`config.mk`:
```
export PLATFORM = sky130hd
export DESIGN_NAME = base_receiver
export DESIGN_NICKNAME = d
export VERILOG_FILES = /design/src/rtl/base_receiver.sv
export SDC_FILE = /design/constraint.sdc
export NUM_CORES = 1
export LEC_CHECK = 0
export BUFFER_PORTS_ARGS = -buffer_cell sky130_fd_sc_hd__buf_2
export CORE_ASPECT_RATIO = 1.1
export CORE_MARGIN = 2
export CORE_UTILIZATION = 56
export CTS_BUF_LIST = sky130_fd_sc_hd__clkbuf_16
export CTS_CLUSTER_SIZE = 10
export DETAILED_ROUTE_END_ITERATION = 8
export PLACE_DENSITY_LB_ADDON = 0.05
export SLEW_MARGIN = 5
export SYNTH_ARGS = -nofsm -noshare
export SYNTH_HDL_FRONTEND = slang
export SYNTH_SLANG_ARGS = --single-unit
```
`constraint.sdc`:
```
create_clock -name clk -period 2.9 [get_ports clk]
set_input_delay 0.87 -clock clk [delete_from_list [all_inputs] [get_ports clk]]
set_output_delay 0.87 -clock clk [all_outputs]
set_load 0.03 [all_outputs]
```
`src/rtl/base_receiver.sv`:
```
// Serial packet receiver: UART-style byte decoder feeding a SYNC/LEN/payload/CHK
// framer that buffers each packet and delivers it over a valid/ready stream only once CHK matches.
module base_receiver #(
  parameter int          CLKS_PER_BIT = 4,
  parameter logic [7:0]  SYNC         = 8'hA5,
  parameter int          MAX_LEN      = 16
) (
  input  logic       clk,
  input  logic       rst,
  input  logic       enable,
  input  logic       rx,
  output logic [7:0] out_data,
  output logic       out_valid,
  input  logic       out_ready,
  output logic       out_last,
  output logic       pkt_ok,
  output logic       pkt_err,
  output logic       busy
);

  localparam logic [7:0] CPB8  = 8'(CLKS_PER_BIT);
  localparam logic [7:0] HALF8 = 8'(CLKS_PER_BIT / 2);
  localparam logic [7:0] MAXL8 = 8'(MAX_LEN);
  localparam int         AW    = (MAX_LEN > 1) ? $clog2(MAX_LEN) : 1;

  typedef enum logic [1:0] {B_IDLE, B_START, B_DATA, B_STOP} bstate_t;
  typedef enum logic [2:0] {P_HUNT, P_LEN, P_PAYLOAD, P_CHECK, P_DRAIN} pstate_t;

  logic [1:0] sync_q;
  logic       rx_s;

  bstate_t    bstate_q, bstate_d;
  logic [7:0] bcnt_q, bcnt_d;
  logic [2:0] bitn_q, bitn_d;
  logic [7:0] shift_q, shift_d;
  logic       byte_stb, byte_ferr;

  pstate_t    pstate_q, pstate_d;
  logic [7:0] len_q, len_d;
  logic [7:0] idx_q, idx_d;
  logic [7:0] xor_q, xor_d;
  logic       ok_q, ok_d;
  logic       err_q, err_d;
  logic       ovalid_q, ovalid_d;
  logic       buf_we;
  logic [7:0] mem_q [0:(1<<AW)-1];

  assign rx_s = sync_q[1];

  always_ff @(posedge clk) begin
    if (rst) begin
      sync_q   <= '1;
      bstate_q <= B_IDLE;
      bcnt_q   <= '0;
      bitn_q   <= '0;
      shift_q  <= '0;
      pstate_q <= P_HUNT;
      len_q    <= '0;
      idx_q    <= '0;
      xor_q    <= '0;
      ok_q     <= 1'b0;
      err_q    <= 1'b0;
      ovalid_q <= 1'b0;
    end else begin
      sync_q   <= {sync_q[0], rx};
      bstate_q <= bstate_d;
      bcnt_q   <= bcnt_d;
      bitn_q   <= bitn_d;
      shift_q  <= shift_d;
      pstate_q <= pstate_d;
      len_q    <= len_d;
      idx_q    <= idx_d;
      xor_q    <= xor_d;
      ok_q     <= ok_d;
      err_q    <= err_d;
      ovalid_q <= ovalid_d;
    end
  end

  always_ff @(posedge clk) begin
    if (buf_we) mem_q[idx_q[AW-1:0]] <= shift_q;
  end

  // The counter restarts at 1 so the cycle that detected the edge counts toward the half-bit.
  always_comb begin
    bstate_d  = bstate_q;
    bcnt_d    = bcnt_q;
    bitn_d    = bitn_q;
    shift_d   = shift_q;
    byte_stb  = 1'b0;
    byte_ferr = 1'b0;
    case (bstate_q)
      B_IDLE: begin
        bcnt_d = 8'd1;
        bitn_d = '0;
        if (!rx_s) bstate_d = B_START;
      end
      B_START: begin
        if (bcnt_q == HALF8) begin
          bcnt_d   = 8'd1;
          bstate_d = rx_s ? B_IDLE : B_DATA;
        end else begin
          bcnt_d = bcnt_q + 8'd1;
        end
      end
      B_DATA: begin
        if (bcnt_q == CPB8) begin
          bcnt_d  = 8'd1;
          shift_d = {rx_s, shift_q[7:1]};
          if (bitn_q == 3'd7) bstate_d = B_STOP;
          else                bitn_d   = bitn_q + 3'd1;
        end else begin
          bcnt_d = bcnt_q + 8'd1;
        end
      end
      B_STOP: begin
        if (bcnt_q == CPB8) begin
          bstate_d  = B_IDLE;
          byte_stb  = rx_s;
          byte_ferr = !rx_s;
        end else begin
          bcnt_d = bcnt_q + 8'd1;
        end
      end
    endcase
    if (!enable) begin
      bstate_d  = B_IDLE;
      byte_stb  = 1'b0;
      byte_ferr = 1'b0;
    end
  end

  always_comb begin
    pstate_d = pstate_q;
    len_d    = len_q;
    idx_d    = idx_q;
    xor_d    = xor_q;
    ok_d     = 1'b0;
    err_d    = 1'b0;
    ovalid_d = ovalid_q;
    buf_we   = 1'b0;
    case (pstate_q)
      P_HUNT: begin
        if (byte_stb && shift_q == SYNC) pstate_d = P_LEN;
      end
      P_LEN: begin
        if (byte_ferr) begin
          err_d    = 1'b1;
          pstate_d = P_HUNT;
        end else if (byte_stb) begin
          if (shift_q == 8'd0 || shift_q > MAXL8) begin
            err_d    = 1'b1;
            pstate_d = P_HUNT;
          end else begin
            len_d    = shift_q;
            xor_d    = shift_q;
            idx_d    = '0;
            pstate_d = P_PAYLOAD;
          end
        end
      end
      P_PAYLOAD: begin
        if (byte_ferr) begin
          err_d    = 1'b1;
          pstate_d = P_HUNT;
        end else if (byte_stb) begin
          buf_we = 1'b1;
          xor_d  = xor_q ^ shift_q;
          idx_d  = idx_q + 8'd1;
          if (idx_q == len_q - 8'd1) begin
            idx_d    = '0;
            pstate_d = P_CHECK;
          end
        end
      end
      P_CHECK: begin
        if (byte_ferr) begin
          err_d    = 1'b1;
          pstate_d = P_HUNT;
        end else if (byte_stb) begin
          if (shift_q == xor_q) begin
            ok_d     = 1'b1;
            pstate_d = P_DRAIN;
          end else begin
            err_d    = 1'b1;
            pstate_d = P_HUNT;
          end
        end
      end
      P_DRAIN: begin
        if (byte_stb) err_d = 1'b1;
        if (!ovalid_q) begin
          ovalid_d = 1'b1;
        end else if (out_ready) begin
          if (idx_q == len_q - 8'd1) begin
            ovalid_d = 1'b0;
            pstate_d = P_HUNT;
          end else begin
            idx_d = idx_q + 8'd1;
          end
        end
      end
      default: pstate_d = P_HUNT;
    endcase
    if (!enable) begin
      pstate_d = P_HUNT;
      ovalid_d = 1'b0;
      ok_d     = 1'b0;
      err_d    = 1'b0;
      buf_we   = 1'b0;
    end
  end

  assign out_valid = ovalid_q;
  assign out_data  = ovalid_q ? mem_q[idx_q[AW-1:0]] : '0;
  assign out_last  = ovalid_q && (idx_q == len_q - 8'd1);
  assign pkt_ok    = ok_q;
  assign pkt_err   = err_q;
  assign busy      = (pstate_q != P_HUNT) || (bstate_q != B_IDLE);

endmodule

```
* Word level (Yosys, flattened, before mapping)
Memories as Yosys holds them, arrays and structs flattened. A register that Yosys moved wholly into a read port is not among the register bits.
Index checks and enable logic that the tools add are counted.
** Operators by class
- Add/sub/neg operators :: 4
- Order comparisons :: 1
- Equal/unequal tests :: 34
- Multiplexer cells :: 71
- Bitwise logic cells :: 6
- Reduce and logical (&&, ||, !) cells :: 22
** Operators by type and width (count)
- $mux 8 :: 18
- $mux 3 :: 14
- $ne 2x2->1 const B :: 17
- $pmux 8 s4 :: 1
- $pmux 8 s3 :: 1
- $mux 1 :: 23
- $add 8x1->8 const B :: 2
- $eq 8x8->1 :: 2
- $pmux 8 s2 :: 1
- $pmux 3 s5 :: 1
- $mux 2 :: 7
- $ne 3x3->1 const B :: 4
- $reduce_and 9->1 :: 1
- $eq 8x2->1 const B :: 1
- $eq 8x3->1 const B :: 1
- $eq 8x8->1 const B :: 1
- $gt 8x5->1 const B :: 1
- $logic_not 8->1 :: 1
- $mux 4 :: 2
- $pmux 2 s4 :: 1
- $reduce_and 8->1 :: 1
- $sub 8x1->8 const B :: 1
- $xor 8x8->8 :: 1
- $eq 3x2->1 const B :: 2
- 22 further kinds :: 33
** Word-level totals
- Register bits :: 53
- RAM bits :: 128
- Input port bits :: 5
- Output and inout bits :: 13
- Logic and storage cells :: 151
- Memories kept :: 1
** Memories
- mem_q :: words 16, bits a word 8, rd ports 1, clocked after Yosys merged registers in 1, write ports 1, RTL line 46 : logic [7:0] mem_q [0:(1<<AW)-1];

* Logic depth before layout (Yosys ltp)
Gate-level depths: netlist of the first run.
- Word-level depth :: 10
- Gate-level depth with buffers :: 10
- Mapped depth without buffers :: 9

* Worst setup path before layout of the first run
Ideal clock, no wire load.
- Path type :: register to output
- From :: reg with a tool-made name
- To :: out out_data[0]
- Arrival time :: 2.320 ns
- Slack :: -0.290 ns
- Stages on the path, launching flop included :: 6
- Path buffers :: 2
- Cells stage by stage :: dfxtp_1 > clkbuf_1 > buf_1 > mux4_2 > mux4_2 > and2_1
** RTL lines
- to (decl) :: RTL line 12 : output logic [7:0] out_data,

==> results of run 1 <==
==> worst max-delay path: cells and delay by family, from the launching register on <==
kind / cells / cell delay, ps
multiplexers: 2 / 980
flip-flops: 1 / 400
buffers and inverters: 3 / 390
AND/OR/NAND/NOR: 1 / 180
==> worst paths after layout <==
path / end / slack [ps] / depth (start not counted) / startpoint
worst max-delay path: out_data[6] / -360 / 6 / register
worst min-delay path: sync_q[1] / 450 / 1 / sync_q[0]
worst max register to register: idx_q[7] / 190 / 7 / bcnt_q[3]
worst min register to register: sync_q[1] / 450 / 1 / sync_q[0]
==> per-layer routing <==
layer  vias up  share of wire  track usage
met3        27          0.036       0.0493
met4         0          0.018       0.0794
met5         -              0            0
li1       2366              -            -
met2       115           0.54        0.457
met1      2492           0.41        0.293
==> registers in the layout (all words and copies together) (netlist names), named ones only <==
register   count
idx_q          8
pkt_err        1
xor_q          8
pkt_ok         1
pstate_q       3
len_q          8
bitn_q         3
bstate_q       1
bcnt_q         8
sync_q         2
mem_q        128
shift_q        8
out_valid      1
==> final cells by class <==
class	count	area, µm²	share of cell area
inverter	12	45.0	0.00477
multi-input combinational	366	2920	0.309
timing repair buffer	73	652	0.0690
tap	188	235	0.0249
sequential	185	4990	0.528
clock inverter	15	175	0.0185
clock buffer	17	425	0.0450
==> cells by family (layout without fill, tap and decap cells) <==
group / Yosys count / in the layout / synth area share
mux: 48 / 48 / 0.123
fa+ha+maj: 10 / 10 / 0.0156
xor+xnor: 24 / 24 / 0.0263
compound gates: 84 / 84 / 0.0661
flops: 185 / 185 / 0.623
simple gates: 200 / 200 / 0.124
buf+inv: 44 / 117 / 0.0217
==> power by group <==
part	leakage [nW]	total, W	internal [W]	switching, W
Clock	0.289	0.00235	0.00136	0.000992
Sequential	1.65	0.00279	0.00279	0.00000241
Combinational	1.32	0.0000335	0.0000104	0.0000231
==> cells in the final DEF (no fill, tap or decap), types with 10 or more instances in the layout <==
master / n
edfxtp_1: 128
nor2_1: 61
dfxtp_1: 54
buf_4: 50
nand2_1: 45
mux4_2: 40
a21oi_1: 27
o21ai_0: 24
clkbuf_16: 17
nor3_1: 15
xnor2_1: 15
nand3_1: 15
inv_1: 10
==> per-stage QoR <==
stage          instances  power [W]  hold WS (ps)  setup TNS (ps)
2_1_floorplan        595    0.00287           389               0
3_3_place_gp         818    0.00288           414           -40.3
3_5_place_dp         818    0.00288           430            -104
4_1_cts              856    0.00520           449           -3070
5_1_grt              856    0.00531           468           -3600
6_report             856    0.00517           447           -2980
==> repair_timing <==
| item | in CTS | in global routing |
|---|---|---|
| setup buffers | 4 | 0 |
| gates cloned | 2 | 0 |
| pin swaps | 5 | 2 |
| endpoints found under the hold margin | 0 | 0 |
| endpoints found under the setup margin | 10 | 13 |
| gates resized for setup | 44 | 5 |
==> results.yml, run 1 <==
status:
  status: "complete, but fails checks"
  violations: "setup timing"
floorplanning:
  rows: 45
  core_area_um2: 13900
  start_util: 0.575
  io_pins: 18
  die_x_um: 118
  die_area_um2: 15300
  die_h_um: 129
clocking:
  hold_buffers: 0
  cts_tree: "done"
  cts_made_buffers: 17
  htreeDepth: 4
  clk_pin_slew_worst_paths_ps: 70
  clockRootBuffer: "clkbuf_16"
  clk-insertion-delay-late_ps: 430
  cts.sinks: 185
  clockBufferDepth: 2
setup_path:
  end_kind: "output pin"
  cp_slowest_cell: "mux4_2"
  cp_data_required_time_ps: 2030
  worstSetupStartpointType: "register"
  crit_chain: "buf_12, buf_16, mux4_2, mux4_2, and2_4, buf_6"
  worst-setup-path-type: "reg -> out"
  critPathMaxStageDelay_ps: 510
  path_max_fanout: 6
  arrival_ps: 2390
  crit_top_cell: "mux4_2"
sta:
  finalSetupViolCount: 9
  finalHoldViolations: 0
  worst_slack_ps: -363
  drv_slew: 0
  fin_skew_ps: 10.0
  rsz0062_at_grt: "true"
  period_needed_ps: 3260
  relSlewSlack: 0.572
  worstMarginPinSlew_ps: 643
  clock.fmax_ghz: 0.307
  period_share: 1.13
cells_and_area:
  antennaDiodeCount: 0
  final_util: 0.679
  syn_to_final_growth_pct: 18.0
  fillers: 993
  layout-drive-gt1-share: 0.266
  fin_area_um2: 9440
  fin_nets: 670
yosys:
  yosys_warnings: 0
  synth_cell_types: 61
  async_flop_share: 0
  syn_area_per_cell_um2: 13.4
  yosysMostFrequentCell: "edfxtp_1"
  synth_seq_area_share: 0.623
  synth_ff_type: "edfxtp_1"
  yosysTopAreaCell: "edfxtp_1"
  synth_edf_count: 128
  synth_commonest_cells: "edfxtp_1 (128), nor2_1 (61), dfxtp_1 (57), nand2_1 (45), mux4_2 (40)"
  syn_inst: 595
  yosys.area.top_type_share: 0.480
  synth_fp_nets: 610
  ys_ff_latch: 185
  synth_area_leaders: "edfxtp_1 (48%), dfxtp_1 (14%), mux4_2 (11%)"
  syn_area_um2: 8000
placement:
  hpwlAfterDp_mm: 11.1
  gp_congestion: 0.859
  numPortBuffers: 17
  place_area_um2: 8590
  dp_slack_ps: -45.4
drt:
  vias: 5000
  first_iter_violations: 353
  drcViolationCount: 0
  wl_mm: 17.5
  wl_per_cell_um: 20.5
  viasPerCell: 5.84
  ant_nets: 0
  firstDrtPassIters: 5
power:
  p_leak_nw: 3.26
  ir_drop_v: 0.000377
  powerDensity_nw_per_um2: 548
flow_run:
  maxCapViolCount: 0
global_routing:
  gr-total-overflow: 0
  grt_pass1_vias: 5122
  grt_antenna_before_repair: 0
  grtUsageTotal: 0.247
  grt_first_pass_wirelength_mm: 27.9
  grt_start_max_net_pins: 34
min_path:
  hp-class: "reg -> reg"
No activity file was read; power rests on OpenSTA's default activity.
==> run 2: changes to the inputs <==
--- a/config.mk
+++ b/config.mk
@@ -7,7 +7,6 @@
 export LEC_CHECK = 0
 export BUFFER_PORTS_ARGS = -buffer_cell sky130_fd_sc_hd__buf_2
 export CORE_ASPECT_RATIO = 1.1
-export CORE_MARGIN = 2
 export CORE_UTILIZATION = 56
 export CTS_BUF_LIST = sky130_fd_sc_hd__clkbuf_16
 export CTS_CLUSTER_SIZE = 10
==> run 2 against run 1 <==
Against the previous run: the run still ends with setup timing left; critical path depth is 1 lower; clock power fell by 11%; utilization fell by 0.67 points; sequential share of layout area increased by 0.73 points; global-route usage rose by 0.63 points; die area decreased by 3.2%; design area fell by 1.4%; sequential cell count unchanged; count of clock-buffer cells in the layout did not move.
==> results.yml, run 2 (synthesis gave the netlist of run 1 again) <==
power:
  p_leak_nw: 3.19
  ir_drop_v: 0.000381
  powerDensity_nw_per_um2: 528
clocking:
  cts_tree: "done"
  clk-insertion-delay-late_ps: 420
  clockBufferDepth: 2
  clk_pin_slew_worst_paths_ps: 60
  cts_made_buffers: 17
  clockRootBuffer: "clkbuf_16"
  htreeDepth: 4
  cts.sinks: 185
  hold_buffers: 0
cells_and_area:
  fin_nets: 667
  largest_reg_flops: 128
  final_util: 0.672
  multiInputGateArea_um2: 2910
  final_common_cell: "edfxtp_1"
  final-seq-area_um2: 4990
  layout-drive-gt1-share: 0.254
  fin_area_um2: 9310
  fillers: 1040
  final_cell_mix: "edfxtp_1 (128), nor2_1 (61), dfxtp_1 (55)"
  syn_to_final_growth_pct: 16.4
  antennaDiodeCount: 0
drt:
  drcViolationCount: 0
  vias: 5001
  wl_per_cell_um: 19.8
  ant_nets: 0
  viasPerCell: 5.86
  firstDrtPassIters: 5
  first_iter_violations: 293
  wl_mm: 16.9
setup_path:
  cp.buffers_inverters: 2
  crit_chain: "buf_12, mux4_2, mux4_2, and2_4, buf_6"
  worstSetupStartpointType: "register"
  arrival_ps: 2360
  cp_slowest_cell: "mux4_2"
  crit_top_cell: "mux4_2"
  end_kind: "output pin"
  path_max_fanout: 10
  critPathMaxStageDelay_ps: 540
  cp_data_required_time_ps: 2030
  path_delay_family: "multiplexers"
  worst-setup-path-type: "reg -> out"
floorplanning:
  core_area_um2: 13900
  io_pins: 18
  rows: 45
  start_util: 0.578
  die_h_um: 127
  die_area_um2: 14800
  die_x_um: 116
flow_run:
  maxCapViolCount: 0
sta:
  fin_skew_ps: 6.91
  worst_slack_ps: -334
  period_share: 1.12
  period_needed_ps: 3230
  rsz0062_at_grt: "true"
  clock.fmax_ghz: 0.309
  relSlewSlack: 0.624
  drv_slew: 0
  finalHoldViolations: 0
  finalSetupViolCount: 9
  worstMarginPinSlew_ps: 563
status:
  violations: "setup timing"
  status: "complete, but fails checks"
global_routing:
  gr-total-overflow: 0
  grt_pass1_vias: 5093
  grtUsageTotal: 0.254
  grt_antenna_before_repair: 0
  grt_start_max_net_pins: 33
  grt_first_pass_wirelength_mm: 27.1
placement:
  hpwlAfterDp_mm: 11.0
  place_area_um2: 8590
  gp_congestion: 0.917
  numPortBuffers: 17
min_path:
  hp-class: "reg -> reg"
==> run 2: cell types whose count changed in the layout (fill, tap and decap cells not counted), sizes merged <==
cell | before | now
bufinv | 3 | 1
clkinvlp | 2 | 3
buf | 73 | 70
clkinv | 7 | 8
==> run 2: power by group <==
part           leakage, nW  switching, W  internal, W   total, W
clock                0.264      0.000926      0.00116    0.00209
sequential            1.65    0.00000212      0.00279    0.00279
combinational         1.28     0.0000232    0.0000113  0.0000345
==> run 2: path summary, 6_finish.rpt <==
path	from	endpoint	slack, ps	cells after the start
worst min-delay path	sync_q[0]	sync_q[1]	430	1
worst max-delay path	register	out_data[6]	-330	5
worst min register to register	sync_q[0]	sync_q[1]	430	1
worst max register to register	bcnt_q[3]	idx_q[7]	70	7
==> run 2: through the flow <==
stage	setup slack (ps)	power, W	cells	setup TNS, ps	hold WS (ps)
finish	-334	0.00491	853	-2810	427
global route	-392	0.00506	853	-3470	456
CTS	-372	0.00496	851	-3230	435
detailed placement	-78.7	0.00288	817	-194	418
global placement	-52.1	0.00288	817	-54.7	412
floorplan	2.53	0.00287	595	0	389
==> run 2: worst register-to-register path, delay by kind of cell, from the launching register on <==
family	cells	cell delay, ps
AOI/OAI and AO/OA	3	740
and+or+nand+nor	4	1720
DFF	1	320
==> run 2: final cells by class <==
| class | count | share of cell area |
|---|---|---|
| Clock buffer | 17 | 0.0457 |
| Multi-Input combinational cell | 366 | 0.312 |
| Timing Repair Buffer | 70 | 0.0641 |
| Inverter | 12 | 0.00484 |
| Tap cell | 188 | 0.0253 |
| Clock inverter | 15 | 0.0121 |
| Sequential cell | 185 | 0.536 |
==> run 2: timing repair <==
item,CTS,global route
gates resized for setup,25,19
cloned,1,0
setup buffers,1,2
endpoints found under the setup margin,10,13
pin swaps,1,4
==> run 2: routing by layer <==
layer / track usage / vias up / share of wire / wire (µm)
met3: 0.0455 / 23 / 0.033 / 552
met4: 0.0890 / 0 / 0.019 / 323
met1: 0.306 / 2522 / 0.41 / 6880
met2: 0.453 / 93 / 0.54 / 9130
li1: - / 2363 / - / -
met5: 0 / - / 0 / 0
